<file path="src/rtl/led_fade_driver_if.sv">
// Pattern/brightness inputs and pin drive of the LED fade stage.
interface led_fade_driver_if #(
   parameter int NUM_LED  = 6,
   parameter int PWM_BITS = 8
);
   logic [NUM_LED-1:0]  led_in;
   logic [PWM_BITS-1:0] bright_max;
   logic [NUM_LED-1:0]  led_out;

   modport master (output led_in, output bright_max, input led_out);
   modport slave  (input led_in, input bright_max, output led_out);
endinterface

</file>
<file path="src/rtl/led_fade_driver.sv">
// PWM dimmer with linear afterglow per LED; LED_FADE_GAMMA_EN selects squared brightness.
// Latency: led_in edge to led_out change is 3 clk_in cycles (input reg, level reg, pin reg).
// No backpressure: accepts a new pattern and bright_max every cycle.
module led_fade_driver #(
   parameter int NUM_LED    = 6,
   parameter int PWM_BITS   = 8,
   parameter int DECAY_DIV  = 105469,
   parameter int DECAY_STEP = 1,
   parameter bit ACTIVE_LOW = 1'b1
) (
   input logic              clk_in,
   input logic              btn_rst,
   led_fade_driver_if.slave bus
);
   localparam int DCW = (DECAY_DIV > 1) ? $clog2(DECAY_DIV) : 1;
   localparam logic [PWM_BITS-1:0] FULL    = '1;
   localparam logic [PWM_BITS-1:0] STEP    = PWM_BITS'(DECAY_STEP);
   localparam logic [DCW-1:0]      DC_LAST = DCW'(DECAY_DIV - 1);
   localparam logic [NUM_LED-1:0]  POL     = {NUM_LED{ACTIVE_LOW}};

   logic [NUM_LED-1:0]  led_in_q;
   logic [PWM_BITS-1:0] level [NUM_LED];
   logic [PWM_BITS-1:0] eff   [NUM_LED];
   logic [PWM_BITS-1:0] pwm_cnt;
   logic [DCW-1:0]      decay_cnt;
   logic                tick;
   logic [NUM_LED-1:0]  lit;
   logic [NUM_LED-1:0]  led_out_r;
`ifdef LED_FADE_GAMMA_EN
   logic [2*PWM_BITS-1:0] sq;
`endif

   assign tick        = (decay_cnt == DC_LAST);
   assign bus.led_out = led_out_r;

   always_ff @(posedge clk_in or negedge btn_rst) begin
      if (!btn_rst) begin
         led_in_q  <= '0;
         pwm_cnt   <= '0;
         decay_cnt <= '0;
      end else begin
         led_in_q  <= bus.led_in;
         pwm_cnt   <= pwm_cnt + 1'b1;
         decay_cnt <= tick ? '0 : decay_cnt + 1'b1;
      end
   end

   // A lit request wins over a coincident decay tick; decay saturates at zero.
   always_ff @(posedge clk_in or negedge btn_rst) begin
      if (!btn_rst) begin
         for (int i = 0; i < NUM_LED; i++) level[i] <= '0;
      end else begin
         for (int i = 0; i < NUM_LED; i++) begin
            if (led_in_q[i])
               level[i] <= bus.bright_max;
            else if (tick)
               level[i] <= (level[i] > STEP) ? level[i] - STEP : '0;
         end
      end
   end

   always_comb begin
`ifdef LED_FADE_GAMMA_EN
      sq = '0;
`endif
      lit = '0;
      for (int i = 0; i < NUM_LED; i++) begin
`ifdef LED_FADE_GAMMA_EN
         sq     = (2*PWM_BITS)'(level[i]) * (2*PWM_BITS)'(level[i]);
         eff[i] = sq[2*PWM_BITS-1:PWM_BITS];
`else
         eff[i] = level[i];
`endif
         // Max raw level is solid on, closing the one-count gap of the compare.
         lit[i] = (level[i] == FULL) || (pwm_cnt < eff[i]);
      end
   end

   always_ff @(posedge clk_in or negedge btn_rst) begin
      if (!btn_rst)
         led_out_r <= POL;
      else
         led_out_r <= lit ^ POL;
   end
endmodule

</file>
<file path="src/flat_wrapper.sv">
// flat-port wrapper written by rule: the top's interface ports become plain ports
module led_fade_driver_flat 
#(
   parameter int NUM_LED    = 6,
   parameter int PWM_BITS   = 8,
   parameter int DECAY_DIV  = 105469,
   parameter int DECAY_STEP = 1,
   parameter bit ACTIVE_LOW = 1'b1
)
  (clk_in, btn_rst, bus_led_in, bus_bright_max, bus_led_out);
  led_fade_driver_if #(.NUM_LED(NUM_LED), .PWM_BITS(PWM_BITS)) bus_i ();
  input logic clk_in;
  input logic btn_rst;
  input wire logic [$bits(bus_i.led_in)-1:0] bus_led_in;
  input wire logic [$bits(bus_i.bright_max)-1:0] bus_bright_max;
  output wire logic [$bits(bus_i.led_out)-1:0] bus_led_out;
  assign bus_i.led_in = bus_led_in;
  assign bus_i.bright_max = bus_bright_max;
  assign bus_led_out = bus_i.led_out;
  led_fade_driver #(.NUM_LED(NUM_LED), .PWM_BITS(PWM_BITS), .DECAY_DIV(DECAY_DIV), .DECAY_STEP(DECAY_STEP), .ACTIVE_LOW(ACTIVE_LOW)) u_core (.clk_in(clk_in), .btn_rst(btn_rst), .bus(bus_i));
endmodule
</file>
<file path="config.mk">
export PLATFORM = sky130hd
export DESIGN_NAME = led_fade_driver_flat
export DESIGN_NICKNAME = d
export VERILOG_FILES = /design/src/rtl/led_fade_driver_if.sv /design/src/rtl/led_fade_driver.sv /design/src/flat_wrapper.sv
export SDC_FILE = /design/constraint.sdc
export NUM_CORES = 1
export LEC_CHECK = 0
export CAP_MARGIN = 0
export CORE_ASPECT_RATIO = 0.75
export CORE_MARGIN = 4
export CORE_UTILIZATION = 62
export CTS_BUF_LIST = sky130_fd_sc_hd__clkbuf_16
export CTS_CLUSTER_DIAMETER = 40
export CTS_CLUSTER_SIZE = 8
export DETAILED_ROUTE_END_ITERATION = 16
export GPL_TIMING_DRIVEN = 0
export HOLD_SLACK_MARGIN = 0.02
export PLACE_DENSITY_LB_ADDON = 0.3
export SYNTH_ARGS = -nofsm -noshare
export SYNTH_HDL_FRONTEND = slang
export SYNTH_SLANG_ARGS = --single-unit
</file>
<file path="constraint.sdc">
create_clock -name clk_in -period 3 [get_ports clk_in]
set_input_delay 0.3 -clock clk_in [delete_from_list [all_inputs] [get_ports clk_in]]
set_output_delay 0.3 -clock clk_in [all_outputs]
set_load 0.02 [all_outputs]
</file>
==> run_results.csv, run 1 <==
group,metric,value,unit
setup_path,cp_common_cell,"buf_2",
finish,instances_no_fill,789,
power_and_ir_drop,pwr_density_cell,457,nW/um^2
clocking,clock-sinks,85,
synthesis,yosysSeqAreaShare,0.373,
timing,min_period,2.75,ns
routing,antenna_left,0,
synthesis,yosysTopAreaCell,"dfrtp_1",
power_and_ir_drop,power,2.93,mW
grt,grt_overflow,0,
clocking,clock_path_buffers,2,
synthesis,yosys_warnings,0,
synthesis,synth_fa_ha_area_frac,0.138,
floorplanning,start_util,0.635,
timing,worstMarginPinSlew,1.12,ns
timing,max_slew_margin,0.244,
synthesis,synth.avg_cell_area,8.97,sq um
worst_hold_path,hp-class,"in -> reg",
finish,area_growth,12.1,%
synthesis,synth-seq-cells,85,
floorplanning,dieArea,10900,sq um
setup_path,crit_path_max_incr_delay,0.46,ns
placed_design,placed_cells_incl_taps,772,
placed_design,dp_hpwl,10700,um
synthesis,yosysTopAreaCellShare,0.345,
floorplanning,row_count,30,
synthesis,synth_nets,717,
setup_path,crit_type,"reg -> reg",
setup_path,rr_endpoint,"u_core.decay_cnt[4]",
synthesis,ys_types,54,
routing,vias,5321,
synthesis,synth_edf_count,0,
outcome,outcome,"complete, no violations",
placed_design,gp_congestion,0.936,
placed_design,portBuffers,21,
setup_path,crit_path_end_kind,"flop",
timing,finalHoldViolCount,0,
setup_path,reg2reg_depth,10,
grt,grt_pass1_vias,5185,
finish,final_nets,751,
grt,grtUsageTotal,0.298,
synthesis,synthMuxAreaShare,0.00765,
timing,setup_slack,0.247,ns
clocking,cts_buffers,9,
power_and_ir_drop,leakagePower,2.82,nW
clocking,clk_latency,0.35,ns
routing,drt-initial-drc-count,736,
routing,drc_errors,0,
routing,dr.pass1.iters,6,
synthesis,synth_compound_area_frac,0.184,
routing,vias_per_cell,6.74,
clocking,cts_resized,0,
synthesis,syn_inst,638,
clocking,cts_tree,"yes",
run,maxCapViolations,0,
setup_path,critPathMaxFanout,10,
setup_path,slowest_stage,"or4_1",
synthesis,synthXorXnorAreaFrac,0.0367,
synthesis,netlist_area,5720,sq um
setup_path,cp.required,3.22,ns
timing,period_share,0.918,
floorplanning,pin_count,22,
grt,grt_start_max_net_pins,46,
placed_design,place_ws,0.342,ns
setup_path,cp-start-kind,"flop",
setup_path,reg2reg_slack,0.25,ns
routing,wirelength,15600,um
synthesis,async_flop_share,1.00,
synthesis,synth_area_leaders,"dfrtp_1, ha_1, inv_1",
timing,grt_setup_unrepaired,"false",
setup_path,crit_chain,"inv_1, ha_1, nand3b_1, or4_1, buf_2, nor2_1, buf_2, buf_2, buf_2, nor2_1",
worst_hold_path,holdPathStages,1,
timing,setup_viol,0,
clocking,clockRootBuffer,"clkbuf_16",
floorplanning,die-width,119,um
setup_path,cp.arrival,2.98,ns
worst_hold_path,min_to,"u_core.led_in_q[0]",
timing,holdWs,0.384,ns
clocking,htreeDepth,3,
timing,maxSlewViolCount,0,
worst_hold_path,worstHoldStart,"bus_led_in[0]",
finish,layout-drive-gt1-share,0.0547,
synthesis,synth_ff_type,"dfrtp_1",
floorplanning,core-area,9010,sq um
grt,antenna_found_initial,0,
timing,clock_skew,0.00800,ns
clocking,cts.reportedPaths.clkPinSlew,0.06,ns
synthesis,synth_top_family_by_area,"simple AND/OR/NAND/NOR gates",
routing,wl_per_cell,19.8,um
synthesis,synth-simple-area-share,0.207,
grt,grt_pass1_wl,25600,um
finish,antenna_cells,0,
timing,fmax,363,MHz
power_and_ir_drop,ir_drop,0.390,mV
floorplanning,die_h,91.2,um
setup_path,r2r_start,"u_core.decay_cnt[0]",
-- flip-flops by register name, indices dropped and copies added (netlist names) --
register and flops:
u_core.eff 48, u_core.decay_cnt 17, u_core.bus.led_out 6, u_core.led_in_q 6, u_core.pwm_cnt 8
-- cells by family (layout without fill, tap and decap cells) --
| logic type | count (synthesis) | in the layout |
|---|---|---|
| buffers and inverters | 81 | 120 |
| AO/OA/AOI/OAI | 157 | 157 |
| XOR/XNOR | 24 | 24 |
| multiplexers | 4 | 4 |
| AND/OR/NAND/NOR | 224 | 224 |
| adder cells (fa/ha/maj) | 63 | 63 |
| flip-flops | 85 | 85 |
-- worst max-delay path, delay by kind of cell (launching register included) --
family	cells	cell delay [ns]
adder cells (fa/ha/maj)	1	0.16
AND/OR/NAND/NOR	4	0.78
buffers and inverters	5	1.24
flip-flops	1	0.43
-- placed cells by master, fill, tap and decap left out, types with 12 or more instances in the layout --
cell | synthesis | layout
nand2_1 | 55 | 55
xnor2_1 | 17 | 17
o21ai_0 | 33 | 33
nor2_1 | 34 | 34
clkdlybuf4s50_1 | 0 | 20
nor3_1 | 21 | 21
inv_1 | 55 | 56
a31oi_1 | 12 | 12
nand4_1 | 17 | 17
nor4_1 | 23 | 23
nand3_1 | 25 | 25
dfrtp_1 | 79 | 79
clkbuf_1 | 19 | 19
ha_1 | 63 | 63
o211ai_1 | 12 | 12
a21oi_1 | 27 | 27
-- worst max path at each step --
stage / startpoint / endpoint / slack (ns)
after floorplan: u_core.decay_cnt[0] / u_core.eff[12] / 0.81
after global placement: btn_rst / u_core.led_in_q[5] / -1.44
after detailed placement: u_core.decay_cnt[0] / u_core.decay_cnt[12] / 0.34
after CTS: u_core.decay_cnt[0] / u_core.decay_cnt[4] / 0.30
after global routing: u_core.decay_cnt[0] / u_core.decay_cnt[4] / 0.11
final: u_core.decay_cnt[0] / u_core.decay_cnt[4] / 0.25
-- cells in the mapped netlist, drive strengths merged, types with 18 or more instances --
| cell type | n |
|---|---|
| nor4 | 23 |
| nor3 | 22 |
| clkbuf | 19 |
| ha | 63 |
| nand4 | 18 |
| o21ai | 33 |
| nor2 | 34 |
| inv | 55 |
| nand2 | 55 |
| nand3 | 25 |
| a21oi | 27 |
| dfrtp | 79 |
-- power breakdown --
part           internal, mW  switching [mW]  leakage [nW]
Combinational         0.191           0.254          1.64
Clock                 0.717           0.456         0.155
Sequential             1.22          0.0923          1.02
Total                  2.13           0.802          2.82
-- final cells by class --
class	instances	area, sq um
Inverter	55	206
Multi-Input combinational cell	472	3280
Tap cell	112	140
Clock buffer	9	225
Sequential cell	85	2130
Buffer	26	105
Timing Repair Buffer	23	245
Fill cell	671	2590
Clock inverter	7	81.3
-- metrics by stage --
step                       util  setup TNS [ns]  cell area [sq um]
after detailed placement  0.677               0               6100
after global placement    0.674         -115.72               6070
final                     0.712               0               6420
after CTS                 0.712               0               6420
after floorplan               -               0               5720
after global routing      0.712               0               6420
-- routing by layer --
metal	wire length, um	GRT usage	up-vias
met4	579	0.124	0
met2	6910	0.462	339
met5	0	0	-
met3	1930	0.0841	59
li1	-	-	2417
met1	6170	0.393	2506
-- timing repair --
action / in CTS / in global routing
hold buffers: 1 / 0
endpoints found under the hold margin: 36 / 0
setup buffers: 0 / 0
Note: power is estimated with default switching activity, not from simulation.
==> run 2, diff against run 1 <==
Settings changed: GPL_ROUTABILITY_DRIVEN from default to 0, HOLD_SLACK_MARGIN 0.02 to default, SLEW_MARGIN from default to 20.
==> run 2 against run 1 <==
Against the previous run:
- final area decreased by 0.41%
- non-clock buffer count did not move
- setup slack improved by 0.0034 ns
- clock skew fell by 0.00082 ns
- global-route usage grew 0.80 points
- final cell count unchanged
==> run_results.csv, run 2 (synthesis results as in run 1) <==
group,metric,value,unit
outcome,outcome,"complete, no violations",
clocking,cts_buffers,9,
routing,dr.pass1.iters,6,
power_and_ir_drop,power.switching,796,uW
timing,grt_setup_unrepaired,"false",
setup_path,crit_type,"reg -> reg",
placed_design,portBuffers,21,
power_and_ir_drop,clkPwrFrac,0.377,
worst_hold_path,hp-class,"in -> reg",
run,maxCapViolations,0,
routing,vias,5376,
setup_path,rr_endpoint,"u_core.eff[28]",
setup_path,r2r_start,"u_core.decay_cnt[8]",
grt,grt_overflow,0,
timing,setup_viol,0,
power_and_ir_drop,p_sw_frac,0.280,
timing,clock_skew,0.00717,ns
finish,mostFrequentLayoutCell,"dfrtp_1",
clocking,cts.reportedPaths.clkPinSlew,0.06,ns
clocking,clock-sinks,85,
timing,fmax,364,MHz
setup_path,reg2reg_depth,6,
placed_design,dp_hpwl,11000,um
grt,grtUsageTotal,0.306,
grt,antenna_found_initial,0,
setup_path,critPathMaxFanout,10,
finish,final_cell_mix,"dfrtp_1, ha_1, nand2_1, inv_1, nor2_1",
floorplanning,start_util,0.635,
timing,maxSlewViolCount,0,
finish,layout-drive-gt1-share,0.0561,
floorplanning,core-area,9010,sq um
worst_hold_path,min_to,"u_core.led_in_q[0]",
setup_path,reg2reg_slack,0.25,ns
grt,grt_pass1_wl,26300,um
routing,vias_per_cell,6.81,
timing,worstMarginPinSlew,0.720,ns
routing,drt-initial-drc-count,833,
power_and_ir_drop,leakagePower,2.80,nW
placed_design,place_ws,0.368,ns
setup_path,cp.arrival,2.95,ns
finish,fin_util,0.709,
grt,grt_pass1_vias,5231,
finish,antenna_cells,0,
setup_path,cp.required,3.20,ns
timing,max_slew_margin,0.516,
timing,period_share,0.917,
finish,area_growth,11.6,%
floorplanning,pin_count,22,
setup_path,cp-start-kind,"flop",
power_and_ir_drop,pwr_density_cell,445,nW/um^2
power_and_ir_drop,ir_drop,0.436,mV
routing,wl_per_cell,20.5,um
clocking,clock_path_buffers,2,
clocking,cts_tree,"yes",
floorplanning,die_h,91.2,um
clocking,htreeDepth,3,
clocking,clk_latency,0.34,ns
setup_path,crit_path_end_kind,"flop",
timing,fin_tns_setup,0,ns
finish,largest_reg_flops,48,
routing,wirelength,16100,um
timing,min_period,2.75,ns
routing,antenna_left,0,
floorplanning,dieArea,10900,sq um
power_and_ir_drop,intPower,2.05,mW
timing,finalHoldViolCount,0,
floorplanning,row_count,30,
worst_hold_path,worstHoldStart,"bus_led_in[0]",
timing,setup_slack,0.250,ns
floorplanning,die-width,119,um
clocking,clockRootBuffer,"clkbuf_16",
routing,drc_errors,0,
power_and_ir_drop,seq_power_share,0.464,
worst_hold_path,holdPathStages,1,
finish,final_nets,751,
power_and_ir_drop,comb_power_share,0.159,
grt,grt_start_max_net_pins,47,
[run 2: cell types whose count changed in the layout (fill, tap and decap cells not counted), sizes merged]
cell,delta
bufinv,-1
clkinv,+2
inv,-1
[run 2: critical path, stage by stage, from the launching register on]
cell      delay [ns]
dfrtp_1         0.48
and3_1          0.19
clkbuf_1        0.48
nand2_1         0.42
clkbuf_1        0.41
o41ai_1         0.46
o21ai_0         0.14
[run 2: power by group through the flow]
stage / clock (mW) / combinational, mW / sequential [mW]
after floorplan: 0 / 0.282 / 1.32
after global placement: 0 / 0.411 / 1.33
after CTS: 1.08 / 0.445 / 1.31
after global routing: 1.14 / 0.504 / 1.33
final: 1.07 / 0.451 / 1.32
after detailed placement: 0 / 0.437 / 1.33
[run 2: repair_timing]
action | CTS | global route
setup buffers | 0 | 0
hold endpoints to repair | 43 | 0
hold buffers | 1 | 0
gates resized for setup | 0 | 0
[run 2: per-stage QoR]
step	power, mW	hold slack [ns]	cells	instance area [sq um]
4_1_cts	2.84	0.391	789	6380
3_5_place_dp	1.77	0.347	772	6090
6_report	2.84	0.393	789	6390
5_1_grt	2.98	0.393	789	6390
3_3_place_gp	1.74	0.497	771	6070
2_1_floorplan	1.60	0.00441	638	5720
[run 2: worst max-delay path by stage]
stage / from / end / slack (ns) / cells after the start
floorplan: u_core.decay_cnt[0] / u_core.eff[12] / 0.81 / 9
global placement: btn_rst / u_core.led_in_q[5] / -1.47 / 1
detailed placement: u_core.decay_cnt[8] / u_core.eff[28] / 0.37 / 6
CTS: u_core.decay_cnt[6] / u_core.eff[28] / 0.36 / 6
global route: u_core.decay_cnt[0] / u_core.decay_cnt[5] / 0.13 / 10
finish: u_core.decay_cnt[8] / u_core.eff[28] / 0.25 / 6
[run 2: routing by layer]
| layer | share of wire | up-vias | GRT usage | routed length [um] |
|---|---|---|---|---|
| met1 | 0.41 | 2554 | 0.418 | 6690 |
| li1 | - | 2417 | - | - |
| met4 | 0.029 | 0 | 0.120 | 476 |
| met3 | 0.11 | 51 | 0.0660 | 1780 |
| met2 | 0.45 | 354 | 0.478 | 7200 |
| met5 | 0 | - | 0 | 0 |
[run 2: final cells by class]
class	instances	area, sq um
Clock inverter	7	56.3
Multi-Input combinational cell	472	3280
Tap cell	112	140
Buffer	26	105
Timing Repair Buffer	23	238
Fill cell	700	2620
Sequential cell	85	2130
Clock buffer	9	225
Inverter	55	206
==> run 3, diff against run 2 <==
Settings changed: CORE_UTILIZATION 62 to 25, TNS_END_PERCENT from default to 100.
==> run 3 against run 2 <==
Against the previous run:
- largest cell class unchanged
- die area is 130% higher
- hold slack worse by 0.046 ns
- final cell count is 23% higher
- critical path depth stayed put
- via count is 8.2% lower
- largest power group unchanged
- routed wire length is 5.5% higher
- first-iteration DRC count is 55% lower
==> run_results.csv, run 3 (synthesis results as in run 1) <==
group,metric,value,unit
finish,largest_reg_flops,48,
clocking,cts_tree,"yes",
routing,wl_per_cell,17.5,um
grt,grtUsageTotal,0.139,
power_and_ir_drop,pwr_density_cell,451,nW/um^2
routing,wl_met3,713,um
routing,met1Wirelength,9040,um
routing,dr_wl_met2,7010,um
power_and_ir_drop,leakagePower,2.82,nW
timing,clock_skew,0.0120,ns
clocking,clock_path_buffers,2,
routing,vias,4937,
routing,antenna_left,0,
floorplanning,die_h,139,um
finish,multiInputGateArea,3280,sq um
routing,dr.pass1.iters,5,
setup_path,crit_path_max_incr_delay,0.50,ns
routing,vias_per_cell,5.08,
power_and_ir_drop,power,3.01,mW
finish,final_cell_mix,"dfrtp_1, ha_1, nand2_1, inv_1, nor2_1",
floorplanning,die-width,183,um
floorplanning,core-area,22300,sq um
finish,layout-drive-gt1-share,0.0576,
outcome,outcome,"complete, no violations",
setup_path,reg2reg_slack,0.27,ns
setup_path,worst-path-buf-inv,2,
setup_path,slowest_stage,"clkbuf_1",
clocking,clock-sinks,85,
finish,final_nets,751,
routing,drt-initial-drc-count,374,
setup_path,crit_chain,"and3_1, clkbuf_1, nand2_1, clkbuf_1, o41ai_1, o21ai_0",
setup_path,crit_path_end_kind,"flop",
floorplanning,start_util,0.257,
clocking,clockRootBuffer,"clkbuf_16",
floorplanning,row_count,47,
finish,fin_area,6660,sq um
power_and_ir_drop,ir_drop,0.235,mV
grt,grt_start_max_net_pins,70,
clocking,htreeDepth,3,
grt,grt_pass1_wl,27800,um
timing,worstMarginPinSlew,1.23,ns
timing,max_slew_margin,0.172,
routing,top_layer,"met4",
timing,grt_setup_unrepaired,"false",
finish,mostFrequentLayoutCell,"dfrtp_1",
setup_path,cp.arrival,2.96,ns
setup_path,cp.required,3.22,ns
floorplanning,pin_count,22,
grt,grt_pass1_vias,4817,
setup_path,crit_type,"reg -> reg",
setup_path,cp_common_cell,"clkbuf_1",
setup_path,critPathTopFamily,"buffers and inverters",
finish,antenna_cells,0,
timing,holdWs,0.347,ns
setup_path,rr_endpoint,"u_core.eff[28]",
placed_design,dpl_cell_area,6330,sq um
finish,fillerInstances,2342,
timing,finalHoldViolCount,0,
clocking,cts_buffers,9,
timing,setup_viol,0,
placed_design,dp_hpwl,11900,um
timing,setup_slack,0.267,ns
clocking,cts.reportedPaths.clkPinSlew,0.07,ns
finish,fin_util,0.299,
grt,antenna_found_initial,0,
timing,fmax,366,MHz
timing,min_period,2.73,ns
placed_design,place_ws,0.250,ns
floorplanning,dieArea,25400,sq um
worst_hold_path,hp-class,"in -> async",
setup_path,cp-start-kind,"flop",
run,maxCapViolations,0,
clocking,cts_setup_buffers,0,
setup_path,r2r_start,"u_core.decay_cnt[6]",
setup_path,reg2reg_depth,6,
routing,drc_errors,0,
timing,maxSlewViolCount,0,
clocking,clk_latency,0.35,ns
setup_path,critPathMaxFanout,10,
finish,area_growth,16.4,%
grt,grt_overflow,0,
timing,period_share,0.911,
placed_design,portBuffers,21,
finish,final-seq-area,2130,sq um
routing,wirelength,17000,um
## run 3: final cells by class
type / count / share of cell area
Buffer: 26 / 0.0158
Tap cell: 294 / 0.0552
Multi-Input combinational cell: 472 / 0.492
Inverter: 55 / 0.0310
Clock buffer: 9 / 0.0338
Clock inverter: 7 / 0.0143
Sequential cell: 85 / 0.320
Timing Repair Buffer: 23 / 0.0374
## run 3: power breakdown
group          switching (mW)  total [mW]  internal (mW)
clock                   0.510        1.24          0.735
combinational           0.256       0.447          0.191
sequential             0.0919        1.31           1.22
total                   0.858        3.01           2.15
## run 3: per-layer routing
layer / vias to the layer above / GRT usage
li1: 2419 / -
met1: 2383 / 0.212
met2: 116 / 0.198
met3: 19 / 0.0260
met4: 0 / 0.0403
met5: - / 0
## run 3: how the worst max path moves through the flow
stage | from | cells after the start | end
global route | u_core.decay_cnt[6] | 6 | u_core.eff[28]
finish | u_core.decay_cnt[6] | 6 | u_core.eff[28]
CTS | u_core.decay_cnt[6] | 6 | u_core.eff[28]
detailed placement | u_core.decay_cnt[6] | 6 | u_core.eff[28]
global placement | btn_rst | 1 | u_core.eff[25]
floorplan | u_core.decay_cnt[0] | 9 | u_core.eff[12]
## run 3: worst reg2reg max path, stage by stage, from the launching register on
cell      delay, ns
dfrtp_1        0.46
and3_1         0.18
clkbuf_1       0.50
nand2_1        0.49
clkbuf_1       0.44
o41ai_1        0.40
o21ai_0        0.13
## run 3: per-stage QoR
step	setup TNS (ns)	cells
after floorplan	0	638
final	0	971
after CTS	0	971
after global placement	-158.80	953
after global routing	0	971
after detailed placement	0	954
## run 3: timing repair
action	in CTS	in global routing
hold buffers	1	0
endpoints found under the hold margin	13	0
gates resized for setup	0	0
